`config.mk`:
```
export PLATFORM = sky130hd
export DESIGN_NAME = debug_frame_rx
export DESIGN_NICKNAME = d
export VERILOG_FILES = /design/src/rtl/debug_frame_rx.sv
export SDC_FILE = /design/constraint.sdc
export NUM_CORES = 1
export LEC_CHECK = 0
export CORE_ASPECT_RATIO = 0.7
export CORE_MARGIN = 2
export CORE_UTILIZATION = 50
export CTS_BUF_LIST = sky130_fd_sc_hd__clkbuf_16
export DETAILED_ROUTE_END_ITERATION = 16
export DONT_BUFFER_PORTS = 1
export GPL_TIMING_DRIVEN = 0
export HOLD_SLACK_MARGIN = 0.06
export PLACE_DENSITY = 0.62
export SLEW_MARGIN = 20
export SYNTH_ARGS = -nofsm -noshare
export SYNTH_HDL_FRONTEND = slang
export SYNTH_SLANG_ARGS = --single-unit
```
`constraint.sdc`:
```
create_clock -name CLKEXT -period 13.1 [get_ports CLKEXT]
set_input_delay 3.93 -clock CLKEXT [delete_from_list [all_inputs] [get_ports CLKEXT]]
set_output_delay 3.93 -clock CLKEXT [all_outputs]
set_load 0.05 [all_outputs]
```
`src/rtl/debug_frame_rx.sv`:
```
// Receive side of the byte-wide debug port: rebuilds the 12-byte debug frame
// into SSFR/CON_SIG/MAC2/MAC1/QD..QA and publishes it atomically with a strobe.
module debug_frame_rx #(
    parameter int unsigned GAP_MAX = 15
) (
    input  logic        CLKEXT,
    input  logic        RST_GLO,
    input  logic        EN_RX,
    input  logic        CLR_RX,
    input  logic        SHIFT_DEB,
    input  logic [7:0]  D_IN,
    output logic [15:0] SSFR_O,
    output logic [15:0] CON_SIG_O,
    output logic [15:0] MAC2_O,
    output logic [15:0] MAC1_O,
    output logic [7:0]  QD_O,
    output logic [7:0]  QC_O,
    output logic [7:0]  QB_O,
    output logic [7:0]  QA_O,
    output logic        FRAME_VALID,
    output logic        BUSY,
    output logic [3:0]  BYTE_CNT,
    output logic        ERR_TIMEOUT,
    output logic        ERR_OVF
);

    typedef enum logic [1:0] {
        IDLE  = 2'd0,
        RECV  = 2'd1,
        DRAIN = 2'd2
    } state_t;

    localparam logic [7:0] GAP_LAST = 8'(GAP_MAX - 1);
    localparam logic [3:0] LAST_IDX = 4'd11;

    state_t             state_q, state_d;
    logic [3:0]         byte_cnt_q, byte_cnt_d;
    logic [7:0]         gap_q, gap_d;
    logic [10:0][7:0]   shadow_q, shadow_d;
    logic [11:0][7:0]   frame_q, frame_d;
    logic               frame_valid_q, frame_valid_d;
    logic               err_timeout_q, err_timeout_d;
    logic               err_ovf_q, err_ovf_d;
    logic               busy;

    always_ff @(posedge CLKEXT or posedge RST_GLO) begin
        if (RST_GLO) begin
            state_q       <= IDLE;
            byte_cnt_q    <= '0;
            gap_q         <= '0;
            shadow_q      <= '0;
            frame_q       <= '0;
            frame_valid_q <= 1'b0;
            err_timeout_q <= 1'b0;
            err_ovf_q     <= 1'b0;
        end else begin
            state_q       <= state_d;
            byte_cnt_q    <= byte_cnt_d;
            gap_q         <= gap_d;
            shadow_q      <= shadow_d;
            frame_q       <= frame_d;
            frame_valid_q <= frame_valid_d;
            err_timeout_q <= err_timeout_d;
            err_ovf_q     <= err_ovf_d;
        end
    end

    // Clear beats everything; a receiver disable inside a frame drops it silently.
    always_comb begin
        state_d       = state_q;
        byte_cnt_d    = byte_cnt_q;
        gap_d         = gap_q;
        shadow_d      = shadow_q;
        frame_d       = frame_q;
        frame_valid_d = 1'b0;
        err_timeout_d = err_timeout_q;
        err_ovf_d     = err_ovf_q;

        if (CLR_RX) begin
            state_d       = IDLE;
            byte_cnt_d    = '0;
            gap_d         = '0;
            shadow_d      = '0;
            frame_d       = '0;
            err_timeout_d = 1'b0;
            err_ovf_d     = 1'b0;
        end else begin
            case (state_q)
                IDLE: begin
                    if (EN_RX && SHIFT_DEB) begin
                        shadow_d[0] = D_IN;
                        byte_cnt_d  = 4'd1;
                        gap_d       = '0;
                        state_d     = RECV;
                    end
                end
                RECV: begin
                    if (!EN_RX) begin
                        state_d    = IDLE;
                        byte_cnt_d = '0;
                        gap_d      = '0;
                    end else if (SHIFT_DEB) begin
                        gap_d = '0;
                        if (byte_cnt_q == LAST_IDX) begin
                            frame_d       = {D_IN, shadow_q};
                            frame_valid_d = 1'b1;
                            byte_cnt_d    = '0;
                            state_d       = DRAIN;
                        end else begin
                            shadow_d[byte_cnt_q] = D_IN;
                            byte_cnt_d           = byte_cnt_q + 4'd1;
                        end
                    end else if (gap_q == GAP_LAST) begin
                        err_timeout_d = 1'b1;
                        byte_cnt_d    = '0;
                        gap_d         = '0;
                        state_d       = IDLE;
                    end else begin
                        gap_d = gap_q + 8'd1;
                    end
                end
                DRAIN: begin
                    if (!EN_RX) begin
                        state_d    = IDLE;
                        byte_cnt_d = '0;
                    end else if (SHIFT_DEB) begin
                        err_ovf_d = 1'b1;
                    end else begin
                        state_d = IDLE;
                    end
                end
                default: begin
                    state_d    = IDLE;
                    byte_cnt_d = '0;
                    gap_d      = '0;
                end
            endcase
        end
    end

    always_comb begin
        busy = (state_q == RECV) || (state_q == DRAIN);
    end

    assign SSFR_O      = {frame_q[0], frame_q[1]};
    assign CON_SIG_O   = {frame_q[2], frame_q[3]};
    assign MAC2_O      = {frame_q[4], frame_q[5]};
    assign MAC1_O      = {frame_q[6], frame_q[7]};
    assign QD_O        = frame_q[8];
    assign QC_O        = frame_q[9];
    assign QB_O        = frame_q[10];
    assign QA_O        = frame_q[11];
    assign FRAME_VALID = frame_valid_q;
    assign BUSY        = busy;
    assign BYTE_CNT    = byte_cnt_q;
    assign ERR_TIMEOUT = err_timeout_q;
    assign ERR_OVF     = err_ovf_q;

endmodule

```
==> summary.md <==
| Metric | Value |
|---|---|
| Status | `finished clean` |
| Die Wd | `159 um` |
| Highest-count cells in the layout ignoring fill and taps | `sky130_fd_sc_hd__nand2_1, sky130_fd_sc_hd__dfrtp_1, sky130_fd_sc_hd__a21oi_1` |
| Antenna violations before repair | `0` |
| Routability-driven placement congestion ratio | `0.784` |
| Design internal power | `958 uW` |
| Asr flop ratio synth | `100%` |
| Comb power frac | `7.0%` |
| Ports | `117` |
| Site Rows | `39` |
| Switching power | `307 uW` |
| Setup tns final | `0 ns` |
| Post-route fraction of the period consumed by the critical path | `41.7%` |
| Largest clock skew in the final design | `0.0107 ns` |
| Worst slew pin tran | `0.975 ns` |
| Hold violation count in the final report | `0` |
| Synthesis-stage register bit count | `201` |
| H-tree depth | `1` |
| Number of global-route vias before repair | `6170` |
| Most common library cell in the layout ignoring fill and taps | `sky130_fd_sc_hd__nand2_1` |
| Fraction of final layout cells with drive strength greater than 1 | `8.35%` |
| Number of synthesized flops with an enable pin | `0` |
| Leakage | `4.63 nW` |
| Clk network pwr share | `42.5%` |
| Worst setup path class | `reg -> out` |
| Total nets after synthesis | `853` |
| Full die area | `18000 sq um` |
| Sequential fraction of the synthesis area | `59.5%` |
| Synth Warn # | `0` |
| Global-route wire length before repair | `33500 um` |
| Root buffer cell | `sky130_fd_sc_hd__clkbuf_16` |
| Fraction of synthesized cell area taken by the top area cell type | `59.5%` |
| Max Root-Sink Buffers | `3` |
| Switching part of the total power | `24.3%` |
| Gate Count Post-Synth | `830` |
| Part of the total power dissipated in sequential elements | `50.5%` |
| Final routed DRC violation total | `0` |
| Total congestion overflow | `0` |
| DP HPWL | `13700 um` |
| WL met2 | `9200 um` |
| Cell Pwr Density | `135 nW/um^2` |
| CP endpoint kind | `output pin` |
| Core Footprint | `16400 sq um` |
| Number of fill cells | `1472` |
| Post-layout nets | `877` |
| Total met3 wirelength after detailed routing | `1550 um` |
| Number of buffers added on ports | `0` |
| Critical Path Source Type | `register` |
| Pin count of the biggest net entering global routing | `110` |
| Number of antenna repair diodes | `0` |
| Critical path fanouts, max | `3` |
| MaxCap Viol Count | `0` |
| Source-to-sink clock delay at the later pin of the worst-skew pair | `0.49 ns` |
| Final setup viols | `0` |
| Top area cells in the synthesized netlist | `sky130_fd_sc_hd__dfrtp_1, sky130_fd_sc_hd__mux2i_1, sky130_fd_sc_hd__nand2_1` |
| Storage cell area | `5030 sq um` |
| Average via count per standard cell | `5.48` |
| Slew margin rel. | `35.0%` |
| Tmin final | `5.46 ns` |
| Clock-pin transition on the worst setup and hold timing paths | `0.06 ns` |
| Initial core utilization | `51.4%` |
| Multi-input gate area in the final layout | `3110 sq um` |
| Detailed-route via count | `5955` |
| CTS Hold Buffers Added | `0` |
| Total power | `1.27 mW` |
| Clock sink count | `201` |
| Router iterations before antenna repair | `5` |
| Max-slew violation count | `0` |
| CTS tree | `built` |
| Met1 Wirelength | `9190 um` |
| Top FF cell, synth | `sky130_fd_sc_hd__dfrtp_1` |
| Total GRT Usage | `23.4%` |
| Worst IR drop on VDD | `82.4 uV` |
| Post-CTS Resized | `0` |
| Top routing layer used | `met4` |
| Arrival @ worst endpoint | `1.53 ns` |
| Wirelength, routed | `20300 um` |
| Routed wire per std cell | `18.7 um` |
| Data required time of the worst path | `9.17 ns` |
| Unique masters post-synth | `38` |
| Setup repair after global routing missed its margin | `no` |
| Num CTS Buffers | `21` |
| Maximum clock rate | `183 MHz` |
| Worst hold-check path type | `reg -> reg` |
| Hold slack final | `0.504 ns` |
| Biggest area consumer among synthesized cells | `sky130_fd_sc_hd__dfrtp_1` |
| Y dimension of the die | `113 um` |
| Initial drt markers | `381` |
| Buffer count from post-CTS setup fixing | `0` |
| Number of nets with antenna violations after routing | `0` |
| Final standard cell utilization of the core | `56.9%` |
| Area delta synth->final | `10.8%` |
| Post-synthesis cell area | `8450 sq um` |
| Syn_area_per_cell | `10.2 sq um` |
-- power by group through the flow --
| stage | Combinational, mW | Clock [mW] | Sequential (mW) |
|---|---|---|---|
| 6_report | 0.0891 | 0.538 | 0.639 |
| 3_3_place_gp | 0.0850 | 0 | 0.650 |
| 5_1_grt | 0.0980 | 0.576 | 0.639 |
| 4_1_cts | 0.0891 | 0.548 | 0.639 |
| 3_5_place_dp | 0.0889 | 0 | 0.650 |
| 2_1_floorplan | 0.0659 | 0 | 0.648 |
-- registers in the layout (all words and copies together), names as in the netlist, 4 cells and up --
signal / count
BYTE_CNT: 4
CON_SIG_O: 16
MAC1_O: 16
MAC2_O: 16
QA_O: 8
QB_O: 8
QC_O: 8
QD_O: 8
SSFR_O: 16
gap_q: 8
shadow_q: 88
-- path summary, 6_finish.rpt --
check	startpoint	depth (start not counted)	slack [ns]	end
max reg2reg	BYTE_CNT[1]	7	10.43	SSFR_O[6]
max	state_q[1]	2	7.64	BUSY
min in group asynchronous	RST_GLO	1	3.40	CON_SIG_O[12]
min reg2reg	shadow_q[6]	1	0.50	shadow_q[6]
max in group asynchronous	RST_GLO	2	8.74	QA_O[3]
min	shadow_q[6]	1	0.50	shadow_q[6]
-- worst max-delay path: stages, from the launching register on --
cell                      delay (ns)
sky130_fd_sc_hd__dfrtp_1        0.37
sky130_fd_sc_hd__inv_1          0.09
sky130_fd_sc_hd__ha_1           0.58
-- Yosys cell counts, types with 2 or more instances --
library cell,count
sky130_fd_sc_hd__o22ai_1,5
sky130_fd_sc_hd__a22o_1,11
sky130_fd_sc_hd__nand4_1,3
sky130_fd_sc_hd__a21oi_1,106
sky130_fd_sc_hd__ha_1,10
sky130_fd_sc_hd__nor2b_1,3
sky130_fd_sc_hd__dfrtp_1,201
sky130_fd_sc_hd__nand2b_1,4
sky130_fd_sc_hd__or2_2,3
sky130_fd_sc_hd__nand3_1,7
sky130_fd_sc_hd__nor2_2,2
sky130_fd_sc_hd__buf_4,8
sky130_fd_sc_hd__nand2_1,203
sky130_fd_sc_hd__and3_1,2
sky130_fd_sc_hd__inv_1,14
sky130_fd_sc_hd__mux2i_1,81
sky130_fd_sc_hd__clkbuf_1,31
sky130_fd_sc_hd__nand3_2,10
sky130_fd_sc_hd__nor2_1,84
sky130_fd_sc_hd__o21ai_0,10
sky130_fd_sc_hd__buf_2,14
sky130_fd_sc_hd__nand3b_1,2
-- per-layer routing --
layer  global-route usage (%)  up-vias
met5                        0        -
met1                     33.2     2952
met2                     36.3      185
met3                     6.30       29
li1                         -     2789
met4                     5.33        0
-- per-stage QoR --
| stage | instance area, sq um | std cells | setup slack, ns |
|---|---|---|---|
| global placement | 8730 | 1055 | 1.95 |
| finish | 9360 | 1087 | 7.64 |
| global route | 9360 | 1087 | 7.59 |
| detailed placement | 8760 | 1056 | 7.34 |
| floorplan | 8450 | 830 | 3.69 |
| CTS | 9360 | 1087 | 7.63 |
-- cell type report --
cell class | count | share of cell area [%]
sequential | 201 | 53.7
multi-input combinational | 560 | 33.2
clock inverter | 10 | 0.749
tap | 225 | 3.01
buffer | 55 | 2.73
clock buffer | 21 | 5.61
timing repair buffer | 1 | 0.294
inverter | 14 | 0.642
-- cells by family after synthesis --
group	share of synthesized area [%]
compound gates	9.38
fa+ha+maj	1.48
buf+inv	3.64
flops	59.5
mux	9.60
simple gates	16.4
Power figures use the tool's default switching activity.
==> RTL edit: new RTL, same flow settings <==
Make the reset (`RST_GLO`) synchronous in one clocked block.
--- a/src/rtl/debug_frame_rx.sv
+++ b/src/rtl/debug_frame_rx.sv
@@ -45,3 +45,3 @@
 
-    always_ff @(posedge CLKEXT or posedge RST_GLO) begin
+    always_ff @(posedge CLKEXT) begin
         if (RST_GLO) begin
Formal check against the unedited RTL: differs if RST_GLO is asserted again (counterexample within 4 cycles, from zero or initial values and one cycle with RST_GLO high); with RST_GLO held inactive, the same outputs for 4 cycles.
==> RTL edit against the unedited design <==
Clock skew fell by 0.0029 ns. Critical path type unchanged. Sequential cell count unchanged. Global-route usage decreased by 0.50 points. Routed wire length is 11% lower. First-iteration DRC count down 32%. Setup slack better by 0.053 ns. Area after synthesis is 11% lower. Hold slack worse by 0.050 ns. Final area shrank 11%. Utilization rose by 0.14 points.
Power is not compared: it rests on default switching activity, and its combinational part moved more than twofold at a synthesized area within 25%.
==> RTL edit: results (changes against the unedited design) <==
Syn Nets=852 (was 853); Placed Cells incl. Taps=1,025 (was 1,056); GRT Util Overall=22.85% (was 23.35%); hold worst-path end=CON_SIG_O[1] (was shadow_q[6]); fin worst setup slack=7.697 ns (was 7.643 ns); XOR/XNOR Fraction of Synth Area=0.6998% (was 0%); Final HPWL DP=12,810 um (was 13,710 um); Worst Skew=0.007705 ns (was 0.01065 ns); DRT iter0 DRCs=260 (was 381); total number of vias=5,557 (was 5,955); synth top area cells=dfxtp_1 54%, mux2i_1 12%, nand2_1 9.6%, a21oi_1 6.9%, nor2_1 5.1% (was dfrtp_1 60%, mux2i_1 9.6%, nand2_1 9.0%, a21oi_1 6.3%, nor2_1 3.7%); CP peak stage delay=0.56 ns (was 0.58 ns); r2r endpoint=MAC2_O[14] (was SSFR_O[6]); Detailed Route WL=18,060 um (was 20,320 um); Syn Area/Cell=9.048 um^2 (was 10.18 um^2); worst r2r src=BYTE_CNT[0] (was BYTE_CNT[1]); hold wc startpoint=shadow_q[25] (was shadow_q[6]); placed inst area=7754 um^2 (was 8765 um^2); outcome=completed (unchanged); reg2reg setup slack=10.59 ns (was 10.43 ns); pre-CTS setup slack=7.539 ns (was 7.341 ns); final hold slack=0.4546 ns (was 0.5043 ns); adder-cell share of the synthesized area=1.500% (was 1.481%); Worst Hold Depth=2 (was 1); mux cell area share after synthesis=11.73% (was 9.597%); CP arrival=1.47 ns (was 1.53 ns); largest net degree at the start of global routing=15 (was 110); sequential fraction of the synthesis area=53.58% (was 59.54%); number of global-route vias before repair=5,434 (was 6,170); Area Growth Syn to Fin=11.50% (was 10.80%); top post-synthesis cells by count=201 x dfxtp_1, 193 x nand2_1, 104 x a21oi_1 (was 203 x nand2_1, 201 x dfrtp_1, 106 x a21oi_1); nets=874 (was 877); share of synthesized registers carrying an async set or reset=0% (was 100.0%); first-pass GRT wire length=28,900 um (was 33,490 um); worst-margin pin slew=0.8448 ns (was 0.9755 ns); area fraction in compound gates after synthesis=8.914% (was 9.375%); Routability Congestion=0.8683 (was 0.7844); post-synth cell types=42 (was 38)
-- RTL edit: cell count changes after synthesis, moves of 6 or more --
cell and change:
mux2i_1 +7, a22o_1 -11, inv_1 -9, xnor2_1 +6, nand2_1 -10, dfxtp_1 +201
dfrtp_1 -201, o21ai_0 -6, nor2_1 +18
-- RTL edit: metal layers --
layer,GRT usage [%],share of wire [%]
met2,36.49,45
met5,0,0
met4,6.267,2.2
met1,31.42,46
met3,4.764,6.0
-- RTL edit: area by class of cell --
| cell class | instances | area share, % |
|---|---|---|
| buffer | 60 | 3.586 |
| clock buffer | 21 | 6.276 |
| clock inverter | 15 | 1.121 |
| inverter | 5 | 0.2241 |
| multi-input combinational | 564 | 37.82 |
| sequential | 201 | 48.06 |
| tap | 195 | 2.914 |
-- RTL edit: power breakdown --
group | switching (mW) | total (mW) | internal [mW]
Clock | 0.230 | 0.540 | 0.309
Combinational | 0.0250 | 0.0327 | 0.00773
Sequential | 0.00155 | 0.614 | 0.612
